$ cat config.mk
export PLATFORM = sky130hd
export DESIGN_NAME = dds_sweep_ctrl
export DESIGN_NICKNAME = d
export VERILOG_FILES = /design/src/rtl/dds_sweep_ctrl.sv
export SDC_FILE = /design/constraint.sdc
export NUM_CORES = 1
export LEC_CHECK = 0
export ABC_CLOCK_PERIOD_IN_PS = 5550
export CORE_AREA = 2 2 144 146
export CTS_CLUSTER_DIAMETER = 60
export CTS_CLUSTER_SIZE = 8
export DETAILED_ROUTE_END_ITERATION = 16
export DIE_AREA = 0 0 146 148
export HOLD_SLACK_MARGIN = 0.02
export PLACE_DENSITY_LB_ADDON = 0.08
export SETUP_SLACK_MARGIN = 0.4
export SYNTH_ARGS = -nofsm -noshare
export SYNTH_HDL_FRONTEND = slang
export SYNTH_SLANG_ARGS = --single-unit
$ cat constraint.sdc
create_clock -name clk -period 5.55 [get_ports clk]
set_clock_uncertainty 0.15 [all_clocks]
set_input_delay 0.555 -clock clk [delete_from_list [all_inputs] [get_ports clk]]
set_output_delay 0.555 -clock clk [all_outputs]
set_load 0.05 [all_outputs]
$ cat src/rtl/dds_sweep_ctrl.sv
// Frequency-sweep sequencer for a DDS: steps the phase increment through
// n_points values and brackets each point with a settle and a dwell window.
module dds_sweep_ctrl #(
   parameter int unsigned PHI_W  = 32,
   parameter int unsigned CNT_W  = 24,
   parameter int unsigned NPTS_W = 10
) (
   input  logic              clk,
   input  logic              reset_n,
   input  logic              start,
   input  logic              abort,
   input  logic [PHI_W-1:0]  phi_start,
   input  logic [PHI_W-1:0]  phi_step,
   input  logic [NPTS_W-1:0] n_points,
   input  logic [CNT_W-1:0]  settle_cycles,
   input  logic [CNT_W-1:0]  dwell_cycles,
   output logic [PHI_W-1:0]  phi_inc_o,
   output logic              dds_clken,
   output logic              meas_valid,
   output logic              point_start,
   output logic [NPTS_W-1:0] point_idx,
   output logic              busy,
   output logic              done
);

   typedef enum logic [2:0] {StIdle, StSettle, StDwell, StNext, StDone} state_e;

   state_e              state_q, state_d;
   logic [CNT_W-1:0]    cnt_q, cnt_d;
   logic [PHI_W-1:0]    phi_q, phi_d;
   logic [PHI_W-1:0]    step_q, step_d;
   logic [NPTS_W-1:0]   idx_q, idx_d;
   logic [NPTS_W-1:0]   npts_q, npts_d;
   logic [CNT_W-1:0]    settle_q, settle_d;
   logic [CNT_W-1:0]    dwell_q, dwell_d;

   logic [CNT_W-1:0]    settle_len;
   logic [CNT_W-1:0]    dwell_len;
   logic                settle_last;
   logic                dwell_last;
   logic                last_point;

   // Settle never shorter than the DDS output latency; dwell never empty.
   assign settle_len  = (settle_q < CNT_W'(2)) ? CNT_W'(2) : settle_q;
   assign dwell_len   = (dwell_q == '0) ? CNT_W'(1) : dwell_q;
   assign settle_last = (cnt_q == settle_len - CNT_W'(1));
   assign dwell_last  = (cnt_q == dwell_len - CNT_W'(1));
   assign last_point  = (idx_q == npts_q - NPTS_W'(1));

   // State, counter and latched configuration registers.
   always_ff @(posedge clk or negedge reset_n) begin
      if (!reset_n) begin
         state_q  <= StIdle;
         cnt_q    <= '0;
         phi_q    <= '0;
         step_q   <= '0;
         idx_q    <= '0;
         npts_q   <= '0;
         settle_q <= '0;
         dwell_q  <= '0;
      end else begin
         state_q  <= state_d;
         cnt_q    <= cnt_d;
         phi_q    <= phi_d;
         step_q   <= step_d;
         idx_q    <= idx_d;
         npts_q   <= npts_d;
         settle_q <= settle_d;
         dwell_q  <= dwell_d;
      end
   end

   // Next-state and datapath updates.
   always_comb begin
      state_d  = state_q;
      cnt_d    = cnt_q;
      phi_d    = phi_q;
      step_d   = step_q;
      idx_d    = idx_q;
      npts_d   = npts_q;
      settle_d = settle_q;
      dwell_d  = dwell_q;
      case (state_q)
         StIdle: begin
            // abort has priority over a coincident start
            if (start && !abort) begin
               if (n_points == '0) begin
                  state_d = StDone;
               end else begin
                  state_d  = StSettle;
                  cnt_d    = '0;
                  phi_d    = phi_start;
                  step_d   = phi_step;
                  idx_d    = '0;
                  npts_d   = n_points;
                  settle_d = settle_cycles;
                  dwell_d  = dwell_cycles;
               end
            end
         end
         StSettle: begin
            if (abort) begin
               state_d = StIdle;
            end else if (settle_last) begin
               state_d = StDwell;
               cnt_d   = '0;
            end else begin
               cnt_d = cnt_q + CNT_W'(1);
            end
         end
         StDwell: begin
            if (abort) begin
               state_d = StIdle;
            end else if (dwell_last) begin
               state_d = last_point ? StDone : StNext;
               cnt_d   = '0;
            end else begin
               cnt_d = cnt_q + CNT_W'(1);
            end
         end
         StNext: begin
            if (abort) begin
               state_d = StIdle;
            end else begin
               // increment wraps modulo 2^PHI_W by construction
               state_d = StSettle;
               cnt_d   = '0;
               phi_d   = phi_q + step_q;
               idx_d   = idx_q + NPTS_W'(1);
            end
         end
         StDone: begin
            state_d = StIdle;
         end
         default: begin
            state_d = StIdle;
         end
      endcase
   end

   // Outputs decoded from registered state only.
   always_comb begin
      busy        = (state_q == StSettle) || (state_q == StDwell) || (state_q == StNext);
      dds_clken   = busy;
      meas_valid  = (state_q == StDwell);
      point_start = (state_q == StDwell) && (cnt_q == '0);
      done        = (state_q == StDone);
      phi_inc_o   = phi_q;
      point_idx   = idx_q;
   end

endmodule

# Word-level counts from Yosys, hierarchy flattened
# Cells that the tools add are included.
# totals
reg_bits	159
latch_bits	0
ramBits	0
mem_bits_ro	0
input_bits	126
out_inout_bits	47
wordCells	72
memories	0
# op_classes
add_sub_neg	6
multipliers	0
n_div	0
order_cmp	1
n_eq_ne	14
shift	0
mux	27
bitwise	1
reduce_logical	15
# op_table
cell	n
24-bit 2-to-1 mux	9
32-bit 2-to-1 mux	3
24-bit case mux with 4 select lines	1
32-bit case mux with 2 select lines	1
24-bit equality test	2
24-bit logical NOT	2
24-bit by 1-bit subtractor with 24-bit output (second input constant)	2
32-bit adder	1
10-bit 2-to-1 mux	3
24-bit by 1-bit adder with 24-bit output (second input constant)	1
24-bit by 2-bit < comparator with 1-bit output (second input constant)	1
3-bit 2-to-1 mux	7
10-bit case mux with 2 select lines	1
3-bit case mux with 4 select lines	1
10-bit by 1-bit adder with 10-bit output (second input constant)	1
10-bit equality test	1
10-bit logical NOT	1
2-bit inequality test (second input constant)	5
10-bit by 1-bit subtractor with 10-bit output (second input constant)	1
3-bit by 2-bit equality test with 1-bit output (second input constant)	2
3-bit AND reduction	2
6-bit AND reduction	1
4-bit AND reduction	1
4-bit nonzero test	1
11 further kinds	13

# Logic depth before layout (Yosys ltp)
# Gate-level depths: netlist of run 1.
# logic_depth
depth_word	7
depth_mapped	18
ltp_nobuf	15

# Worst setup path before layout of run 1
# No wires, ideal clock.
# synth_path
path_type	register to register
start	register settle_q[20]
end	register cnt_q[3]
setup_time_ps	73
t_arrival_ps	3898
required_ps	5327
setup_slack_ps	1429
stages_incl_launch_ff	17
path_buffers	2
period_less_slack_ps	4121
cell_sequence	dfrtp_1 or4_1 nor4b_2 a21boi_0 inv_1 ha_1 or2b_2 clkbuf_2 or4_4 mux2_4 mux2i_1 o22ai_1 and3_4 a41oi_4 nor2_4 buf_12 a21oi_2
# synth_between
elab_chain_len	7
# synth_rtl
item	line_no	text
from (decl)	34	logic [CNT_W-1:0] settle_q, settle_d;
from (signal assigned)	68	settle_q <= settle_d;
24-bit by 2-bit < comparator with 1-bit output	44	assign settle_len = (settle_q < CNT_W'(2)) ? CNT_W'(2) : settle_q;
24-bit 2-to-1 mux (*)	44	
24-bit by 1-bit subtractor with 24-bit output (*)	46	assign settle_last = (cnt_q == settle_len - CNT_W'(1));
24-bit equality test (*)	46	
24-bit 2-to-1 mux (*)	104	end else if (settle_last) begin
24-bit 2-to-1 mux (*)	102	if (abort) begin
24-bit case mux with 4 select lines (*)	83	case (state_q)
to (signal assigned)	63	cnt_q <= cnt_d;
to (decl)	29	logic [CNT_W-1:0] cnt_q, cnt_d;
# Mark *: on every way between the ends. The rest lies on a longest branch, timed or not. The select of a mux whose other input is x is not followed.
# A chain may end at the register's enable or synchronous reset.

# Worst setup path after layout of run 1
# layout_path
start	register settle_q[14]
end	register cnt_q[14]
# The elaborated chain is that of the path after synthesis.

==> impl_metrics.yaml, run 1 <==
route:
  viasPerCell: 5.70
  route.detailed.drc: 0
  first_iter_violations: 575
  ant_nets: 0
  drt_wl_total_um: 29800
  dr.pass1.iters: 6
  wl_per_cell_um: 17.2
  vias: 9873
sta:
  worst_slack_ps: 913
  clock.fmax_mhz: 216
  fin_crit_ps: 4640
  rsz0062_at_grt: "false"
  slew_viol_final: 0
  relSlewSlack_pct: 28.7
  tns_ps: 0
  fin_crit_sh_pct: 83.5
  setup_viol: 0
  worst_pin_slew_ps: 1070
  hold_viol_final: 0
critical_path:
  start_kind: "register"
  ff2ff_setup_slack_ps: 910
  crit-reg2reg-launch: "settle_q[14]$_DFFE_PN0P_"
  worstSetupPathType: "reg2reg"
  crit_arrival_ps: 4760
  required_ps: 5670
  cp-end-kind: "register"
  slowest_stage: "nor2_4"
  crit_fanout: 18
  reg2reg_depth: 15
  worstReg2RegEnd: "cnt_q[14]$_DFFE_PN0P_"
  path_cells: "nor4_1, nand2_1, nor2_1, a21boi_0, inv_1, ha_1, or2b_2, or4_4, mux2_4, mux2i_1, o22ai_1, and3_4, a41oi_4, nor2_4, a21oi_1"
  slowest_delay_ps: 530
grt:
  grt_overflow: 0
  antenna_found_initial: 0
  grtUsageTotal_pct: 27.9
  first_global_vias: 9758
  grt_pass1_wl_um: 48700
  grt_start_max_net_pins: 75
power_and_ir_drop:
  p_sw_uw: 3770
  p_clk_share_pct: 15.1
  seq_power_share_pct: 27.6
  comb_power_share_pct: 57.3
  internal_power_uw: 4040
  finalPower_uw: 7810
  sw_frac_of_total_pct: 48.2
  p_per_area_nw_per_um2: 592
  vdd_drop_max_uv: 349
  p_leak_uw: 0.00574
logic_synthesis:
  synth_top_area_share_pct: 36.9
  netlist_area_um2: 10800
  synth_top_area_cell: "dfrtp_1"
  yosysSeqAreaShare_pct: 36.9
  synth_cell_types: 87
  post_synth.cell_area_avg_um2: 8.15
  netlist_instances: 1323
  syn_nets: 1487
  synth_most_common_cell: "nand2_1"
  synth_edf_count: 0
  async_flop_share_pct: 100
  yosysWarnings: 0
  synth_common_cells: "nand2_1 (342), dfrtp_1 (159), nor2_1 (82), a21oi_1 (80), xor2_1 (57)"
  ys_ff_latch: 159
  synthFlopType: "dfrtp_1"
  synth_area_leaders: "dfrtp_1 (37%), nand2_1 (12%), xor2_1 (4.6%)"
final_layout:
  antennaDiodeCount: 0
  layout-drive-gt1-share_pct: 6.29
  final_area_um2: 13200
  area_growth_pct: 22.2
  final_nets: 1614
  fillCellCount: 1759
  final_util_pct: 65.8
die:
  die_x_um: 146
  start_util_pct: 53.8
  fp.dieH_um: 148
  dieArea_um2: 21600
  core.rowCount: 52
  coreArea_um2: 20000
  io_pins: 173
clock_tree:
  clk_path_buf_depth: 2
  holdBufCountCts: 1
  clk_latency_ps: 440
  cts_tree: "yes"
  cts.sinks: 159
  cts_made_buffers: 17
  post_cts_buffers: 0
  cts_resized: 0
  clk_transition_reported_paths_ps: 70
  htree_levels: 4
  root_buffer: "clkbuf_16"
placed_design:
  gp_congestion: 0.892
  hpwlAfterDp_um: 21800
  io_buffers: 172
  pre_cts_ws_ps: 954
  placed_area_um2: 12600
outcome:
  status: "finished clean"
min_path:
  worstHoldEndpoint: "step_q[9]$_DFFE_PN0P_"
  hold_path.class: "reg2reg"
  min_from: "step_q[9]$_DFFE_PN0P_"
  holdPathStages: 2
flow_run:
  maxCapViolations: 0
-- final cells by class --
type	instances	area [µm²]	share of cell area (%)
multi-input combinational	1067	6400	48.5
tap	270	338	2.56
clock buffer	17	425	3.23
timing repair buffer	180	1800	13.6
clock inverter	15	151	1.15
sequential	159	3980	30.2
inverter	25	93.8	0.712
-- worst max-delay path by stage --
stage	startpoint	endpoint	slack, ps	cells after the start
floorplan	settle_q[20]$_DFFE_PN0P_	cnt_q[3]$_DFFE_PN0P_	1430	16
global placement	settle_q[14]$_DFFE_PN0P_	cnt_q[12]$_DFFE_PN0P_	1070	15
detailed placement	settle_q[14]$_DFFE_PN0P_	cnt_q[14]$_DFFE_PN0P_	950	15
CTS	settle_q[14]$_DFFE_PN0P_	cnt_q[14]$_DFFE_PN0P_	940	15
global route	dwell_q[1]$_DFFE_PN0P_	cnt_q[14]$_DFFE_PN0P_	560	13
finish	settle_q[14]$_DFFE_PN0P_	cnt_q[14]$_DFFE_PN0P_	910	15
-- stage by stage --
step | hold slack [ps] | cells
CTS | 342 | 1733
finish | 340 | 1733
floorplan | 109 | 1323
global placement | 315 | 1700
global route | 364 | 1733
detailed placement | 322 | 1700
-- power groups by stage --
stage                     clock, µW  sequential [µW]  combinational, µW
after floorplan                   0             2320               3160
final                          1180             2160               4470
after detailed placement          0             2160               4420
after global placement            0             2140               4350
after global routing           1240             2230               4970
after CTS                      1200             2150               4460
-- worst max-delay path, delay by kind of cell (launching register included) --
family,cells,cell delay (ps)
AND/OR/NAND/NOR,7,2510
AO/OA/AOI/OAI,4,770
flip-flops,1,470
multiplexers,2,270
adder cells (fa/ha/maj),1,200
buffers and inverters,1,100
-- layer usage --
| layer | vias up | track usage [%] | routed length (µm) |
|---|---|---|---|
| li1 | 4873 | - | - |
| met1 | 4668 | 35.9 | 13200 |
| met2 | 268 | 46.5 | 14300 |
| met3 | 64 | 4.88 | 1300 |
| met4 | 0 | 12.4 | 972 |
| met5 | - | 0 | 0 |
-- registers in the layout, summed over array words and instances (netlist names) --
register and count:
phi_inc_o 32, step_q 32, cnt_q 24, dwell_q 24
settle_q 24, npts_q 10, point_idx 10, state_q 3
-- kinds of logic after synthesis --
| family | Yosys count | share of synthesized area [%] |
|---|---|---|
| buf+inv | 97 | 3.95 |
| fa+ha+maj | 38 | 4.48 |
| simple gates | 648 | 28.2 |
| xor+xnor | 107 | 8.69 |
| mux | 15 | 1.47 |
| flops | 159 | 36.9 |
| compound gates | 259 | 16.3 |
-- cell usage in the layout, fill, tap and decap left out, types with 10 or more instances in the layout --
master	netlist	routed
xor2_1	57	57
nand3_1	26	26
nand2b_1	16	16
and3_1	14	14
nand4_1	21	21
xnor2_1	50	50
clkbuf_16	0	17
nor4_1	20	20
inv_1	25	25
clkdlybuf4s50_1	0	171
a21oi_1	80	80
or3_1	13	13
and2_1	13	13
a21o_1	10	10
mux2i_1	11	11
nor2_1	82	80
o211ai_1	14	14
o21ai_0	41	41
nand2_1	342	342
nor3_1	40	40
o22ai_1	25	25
ha_1	37	37
dfrtp_1	159	159
(Power assumes the default switching activity.)
==> run 2, diff against run 1 <==
--- a/config.mk
+++ b/config.mk
@@ -5,12 +5,12 @@
 export SDC_FILE = /design/constraint.sdc
 export NUM_CORES = 1
 export LEC_CHECK = 0
-export ABC_CLOCK_PERIOD_IN_PS = 5550
-export CORE_AREA = 2 2 144 146
+export ABC_CLOCK_PERIOD_IN_PS = 3710
+export CORE_AREA = 2 2 150 152
 export CTS_CLUSTER_DIAMETER = 60
 export CTS_CLUSTER_SIZE = 8
 export DETAILED_ROUTE_END_ITERATION = 16
-export DIE_AREA = 0 0 146 148
+export DIE_AREA = 0 0 152 154
 export HOLD_SLACK_MARGIN = 0.02
 export PLACE_DENSITY_LB_ADDON = 0.08
 export SETUP_SLACK_MARGIN = 0.4
==> constraint.sdc (replaced) <==
create_clock -name clk -period 3.71 [get_ports clk]
set_clock_uncertainty 0.15 [all_clocks]
set_input_delay 0.371 -clock clk [delete_from_list [all_inputs] [get_ports clk]]
set_output_delay 0.371 -clock clk [all_outputs]
set_load 0.05 [all_outputs]
==> impl_metrics.yaml, run 2 (synthesized netlist as in run 1, its figures left out) <==
route:
  dr.pass1.iters: 5
  route.detailed.drc: 0
  ant_nets: 0
  wl_per_cell_um: 16.9
  first_iter_violations: 572
  drt_wl_total_um: 30800
  vias: 10300
  viasPerCell: 5.67
final_layout:
  finalNonFillerCells: 1817
  layout_common_cells: "nand2_1 (342), clkdlybuf4s50_1 (170), dfrtp_1 (157), nor2_1 (78), buf_4 (74)"
  antennaDiodeCount: 0
  layout-drive-gt1-share_pct: 13.8
  final_common_cell: "nand2_1"
  final_nets: 1689
  area_growth_pct: 31.0
critical_path:
  crit_arrival_ps: 4150
  path_cells: "or4_4, nor4b_4, a21boi_2, inv_1, ha_2, or2b_4, or4_4, mux2_4, mux2i_1, o22ai_1, and3_4, a41oi_4, buf_6, o2111ai_2, o311ai_4"
  worstReg2RegEnd: "cnt_q[2]$_DFFE_PN0P_"
  reg2reg_depth: 15
  crit-reg2reg-launch: "settle_q[21]$_DFFE_PN0P_"
  start_kind: "register"
  slowest_stage: "or4_4"
  cpMostUsedCell: "or4_4"
  crit_fanout: 6
  required_ps: 3900
  cp-end-kind: "register"
  slowest_delay_ps: 560
  worstSetupPathType: "reg2reg"
  ff2ff_setup_slack_ps: -260
placed_design:
  hpwlAfterDp_um: 22600
  gp_congestion: 0.902
  dp_cells: 1769
  pre_cts_ws_ps: -224
  io_buffers: 172
sta:
  clock.fmax_mhz: 252
  worst_pin_slew_ps: 748
  fin_crit_sh_pct: 107
  slew_viol_final: 0
  fin_crit_ps: 3970
  setup_viol: 26
  relSlewSlack_pct: 49.7
  hold_viol_final: 0
  worst_slack_ps: -259
  rsz0062_at_grt: "true"
  whs_ps: 307
clock_tree:
  cts.sinks: 159
  htree_levels: 4
  root_buffer: "clkbuf_16"
  cts_made_buffers: 17
  cts_tree: "yes"
  clk_latency_ps: 430
  clk_path_buf_depth: 2
  clk_transition_reported_paths_ps: 70
power_and_ir_drop:
  vdd_drop_max_uv: 445
  internal_power_uw: 6750
  p_per_area_nw_per_um2: 898
  seq_power_share_pct: 24.0
  p_sw_uw: 5940
  finalPower_uw: 12700
  p_leak_uw: 0.00624
  p_clk_share_pct: 14.2
  sw_frac_of_total_pct: 46.8
  comb_power_share_pct: 61.7
die:
  die_x_um: 152
  fp.dieH_um: 154
  dieArea_um2: 23400
  core.rowCount: 54
  io_pins: 173
  start_util_pct: 49.7
  coreArea_um2: 21700
min_path:
  hold_path.class: "in2reg"
  worstHoldEndpoint: "step_q[5]$_DFFE_PN0P_"
  holdPathStages: 3
  min_from: "phi_step[5]"
grt:
  antenna_found_initial: 0
  first_global_vias: 10200
  top_usage_layer: "met2"
  grt_util_met3_pct: 4.14
  grtUsageMet2_pct: 46.7
  grt_pass1_wl_um: 50900
  grt_start_max_net_pins: 77
  grtUsageTotal_pct: 26.4
  grt_overflow: 0
  grtUsageMet1_pct: 33.1
outcome:
  violations: "setup timing"
  status: "finished, violations left"
flow_run:
  maxCapViolations: 0
run 2: how the worst max path moves through the flow:
stage                                      end                     start  depth (start not counted)
after floorplan           cnt_q[3]$_DFFE_PN0P_  settle_q[21]$_DFFE_PN0P_                         16
after global placement    cnt_q[2]$_DFFE_PN0P_  settle_q[21]$_DFFE_PN0P_                         15
after detailed placement  cnt_q[2]$_DFFE_PN0P_  settle_q[21]$_DFFE_PN0P_                         15
after CTS                 cnt_q[2]$_DFFE_PN0P_  settle_q[21]$_DFFE_PN0P_                         15
after global routing      cnt_q[2]$_DFFE_PN0P_  settle_q[21]$_DFFE_PN0P_                         15
final                     cnt_q[2]$_DFFE_PN0P_  settle_q[21]$_DFFE_PN0P_                         15
run 2: layer usage:
layer  wire, µm  part of all wire [%]  vias to the layer above
met3       1580                   5.1                       51
met5          0                     0                        -
met4        641                   2.1                        0
li1           -                     -                     5031
met2      15400                    50                      302
met1      13200                    43                     4914
run 2: repair_timing:
action / 4_1_cts / 5_1_grt
endpoints found under the setup margin: 30 / 39
pin swaps: 25 / 19
buffers inserted: 8 / 6
gates cloned: 0 / 2
hold buffers: 1 / 0
resized for setup: 33 / 26
endpoints found under the hold margin: 66 / 0
run 2: critical path: cells and delay by family (launching register included):
kind	cells	cell delay, ps
simple gates	5	1800
compound gates	5	640
mux	2	450
flops	1	380
buf+inv	2	250
fa+ha+maj	1	200
run 2: stage by stage:
step           utilization, %  TNS [ps]  cell area, µm²
2_1_floorplan               -     -4180           10900
3_3_place_gp             60.6      -354           13200
3_5_place_dp             60.6     -2870           13200
4_1_cts                  64.4     -3560           14000
5_1_grt                  65.2     -7600           14100
6_report                 65.2     -4670           14100
run 2: final cells by class:
type | count | area (µm²)
sequential | 159 | 3980
inverter | 25 | 93.8
clock inverter | 13 | 153
tap | 280 | 350
multi-input combinational | 1067 | 6690
clock buffer | 18 | 439
fill | 1834 | 7550
timing repair buffer | 255 | 2430
run 2: power groups by stage:
stage / clock network, µW / registers [µW] / logic (µW)
floorplan: 0 / 3490 / 4790
global placement: 0 / 3040 / 7200
detailed placement: 0 / 3050 / 7320
CTS: 1830 / 3040 / 7600
global route: 1900 / 3150 / 8600
finish: 1800 / 3050 / 7840
==> run 3, diff against run 2 <==
--- a/config.mk
+++ b/config.mk
@@ -12,6 +12,7 @@
 export DETAILED_ROUTE_END_ITERATION = 16
 export DIE_AREA = 0 0 152 154
 export HOLD_SLACK_MARGIN = 0.02
+export MAX_ROUTING_LAYER = met4
 export PLACE_DENSITY_LB_ADDON = 0.08
 export SETUP_SLACK_MARGIN = 0.4
 export SYNTH_ARGS = -nofsm -noshare
==> impl_metrics.yaml, run 3 (synthesized netlist as in run 1, its figures left out) <==
sta:
  rsz0062_at_grt: "true"
  worst_slack_ps: -204
  relSlewSlack_pct: 44.1
  setup_viol: 26
  fin_crit_sh_pct: 105
  clock.fmax_mhz: 256
  worst_pin_slew_ps: 838
  hold_viol_final: 0
  slew_viol_final: 0
  fin_crit_ps: 3910
final_layout:
  finalNonFillerCells: 1825
  final_nets: 1695
  final_util_pct: 65.4
  layout_common_cells: "nand2_1 (342), clkdlybuf4s50_1 (170), dfrtp_1 (155), buf_4 (79), nor2_1 (78)"
  layout-drive-gt1-share_pct: 13.9
  area_growth_pct: 31.5
  seq_area_um2: 3980
  final_common_cell: "nand2_1"
  multi_input_area_um2: 6700
  fillCellCount: 1863
  final_area_um2: 14200
clock_tree:
  clk_latency_ps: 430
  clk_transition_reported_paths_ps: 70
  htree_levels: 4
  cts_made_buffers: 17
  clk_path_buf_depth: 2
  cts.sinks: 159
  root_buffer: "clkbuf_16"
  cts_tree: "yes"
placed_design:
  placed_area_um2: 13200
  gp_congestion: 0.887
  dp_cells: 1772
  io_buffers: 172
  hpwlAfterDp_um: 22700
  pre_cts_ws_ps: -247
die:
  die_x_um: 152
  io_pins: 173
  core.rowCount: 54
  coreArea_um2: 21700
  start_util_pct: 49.7
  fp.dieH_um: 154
  dieArea_um2: 23400
route:
  viasPerCell: 5.65
  first_iter_violations: 433
  drt_wl_total_um: 31200
  route.detailed.drc: 0
  ant_nets: 0
  wl_per_cell_um: 17.1
  vias: 10300
  dr.pass1.iters: 5
outcome:
  violations: "setup timing"
  status: "finished, violations left"
grt:
  grt_overflow: 0
  grt_start_max_net_pins: 90
  antenna_found_initial: 1
  first_global_vias: 10200
  grt_pass1_wl_um: 50900
  grtUsageTotal_pct: 27.2
critical_path:
  crit_fanout: 4
  path_depth: 15
  crit_arrival_ps: 4090
  required_ps: 3890
  cp-end-kind: "register"
  worstSetupPathType: "reg2reg"
  path_delay_family: "simple AND/OR/NAND/NOR gates"
  start_kind: "register"
  reg2reg_depth: 15
  slowest_delay_ps: 560
  cpMostUsedCell: "or4_4"
  path_cells: "or4_4, nor4b_4, a21boi_2, inv_1, ha_2, or2b_4, or4_4, mux2_4, mux2i_1, o22ai_1, and3_4, a41oi_4, buf_6, o2111ai_4, o311ai_4"
  crit_buf_inv: 2
  slowest_stage: "or4_4"
power_and_ir_drop:
  vdd_drop_max_uv: 430
  p_leak_uw: 0.00625
  p_per_area_nw_per_um2: 892
min_path:
  holdPathStages: 3
  hold_path.class: "in2reg"
flow_run:
  maxCapViolations: 0
run 3: cell count changes in the layout (fill, tap and decap cells not counted), sizes merged:
| cell | delta |
|---|---|
| clkinvlp | +1 |
| clkinv | +1 |
| dlygate4sd2 | +1 |
| clkbuf | -1 |
| bufinv | -1 |
| diode | +1 |
| buf | +6 |
run 3: what timing repair did:
item | 4_1_cts | 5_1_grt
gates cloned | 0 | 2
endpoints found under the hold margin | 87 | 0
endpoints found under the setup margin | 29 | 31
pin swaps | 27 | 25
hold buffers | 1 | 0
buffers inserted | 15 | 2
gates resized for setup | 35 | 17
run 3: path summary, 6_finish.rpt:
check                                         startpoint                 endpoint  slack [ps]
worst max-delay path            settle_q[21]$_DFFE_PN0P_     cnt_q[2]$_DFFE_PN0P_        -200
min in group asynchronous                        reset_n  dwell_q[11]$_DFFE_PN0P_         430
max in group asynchronous                        reset_n    step_q[7]$_DFFE_PN0P_        2110
worst max register to register  settle_q[21]$_DFFE_PN0P_     cnt_q[2]$_DFFE_PN0P_        -200
worst min register to register    step_q[25]$_DFFE_PN0P_   step_q[25]$_DFFE_PN0P_         340
worst min-delay path                        phi_step[21]   step_q[21]$_DFFE_PN0P_         310
run 3: layer usage:
layer	vias to the layer above	track usage, %	share of wire [%]
met2	300	46.4	49
met3	70	4.71	5.5
met5	-	-	0
li1	5049	-	-
met4	0	9.39	2.9
met1	4893	32.8	42
run 3: final cells by class:
cell class              count  area share (%)
inverters                  25           0.661
repair buffers            261            17.6
diodes                      1          0.0176
multi-input cells        1067            47.2
well taps                 280            2.47
flip-flops and latches    159            28.1
clock inverters            14           0.908
clock buffers              18            3.02
run 3: stage by stage:
step                total power [µW]  hold WS [ps]  TNS, ps
detailed placement             10400           321    -3480
global placement               10300           316     -493
CTS                            12500           297    -2500
global route                   13600           308    -6800
finish                         12700           309    -3280
floorplan                       8280         -74.6    -4180
run 3: power breakdown:
part	internal [µW]	switching, µW
Sequential	2400	628
Combinational	3350	4560
Clock	935	783
run 3: tightest hold or removal path: cells and delay by family:
family	cells	cell delay [ps]
buf+inv	1	390
simple gates	2	90
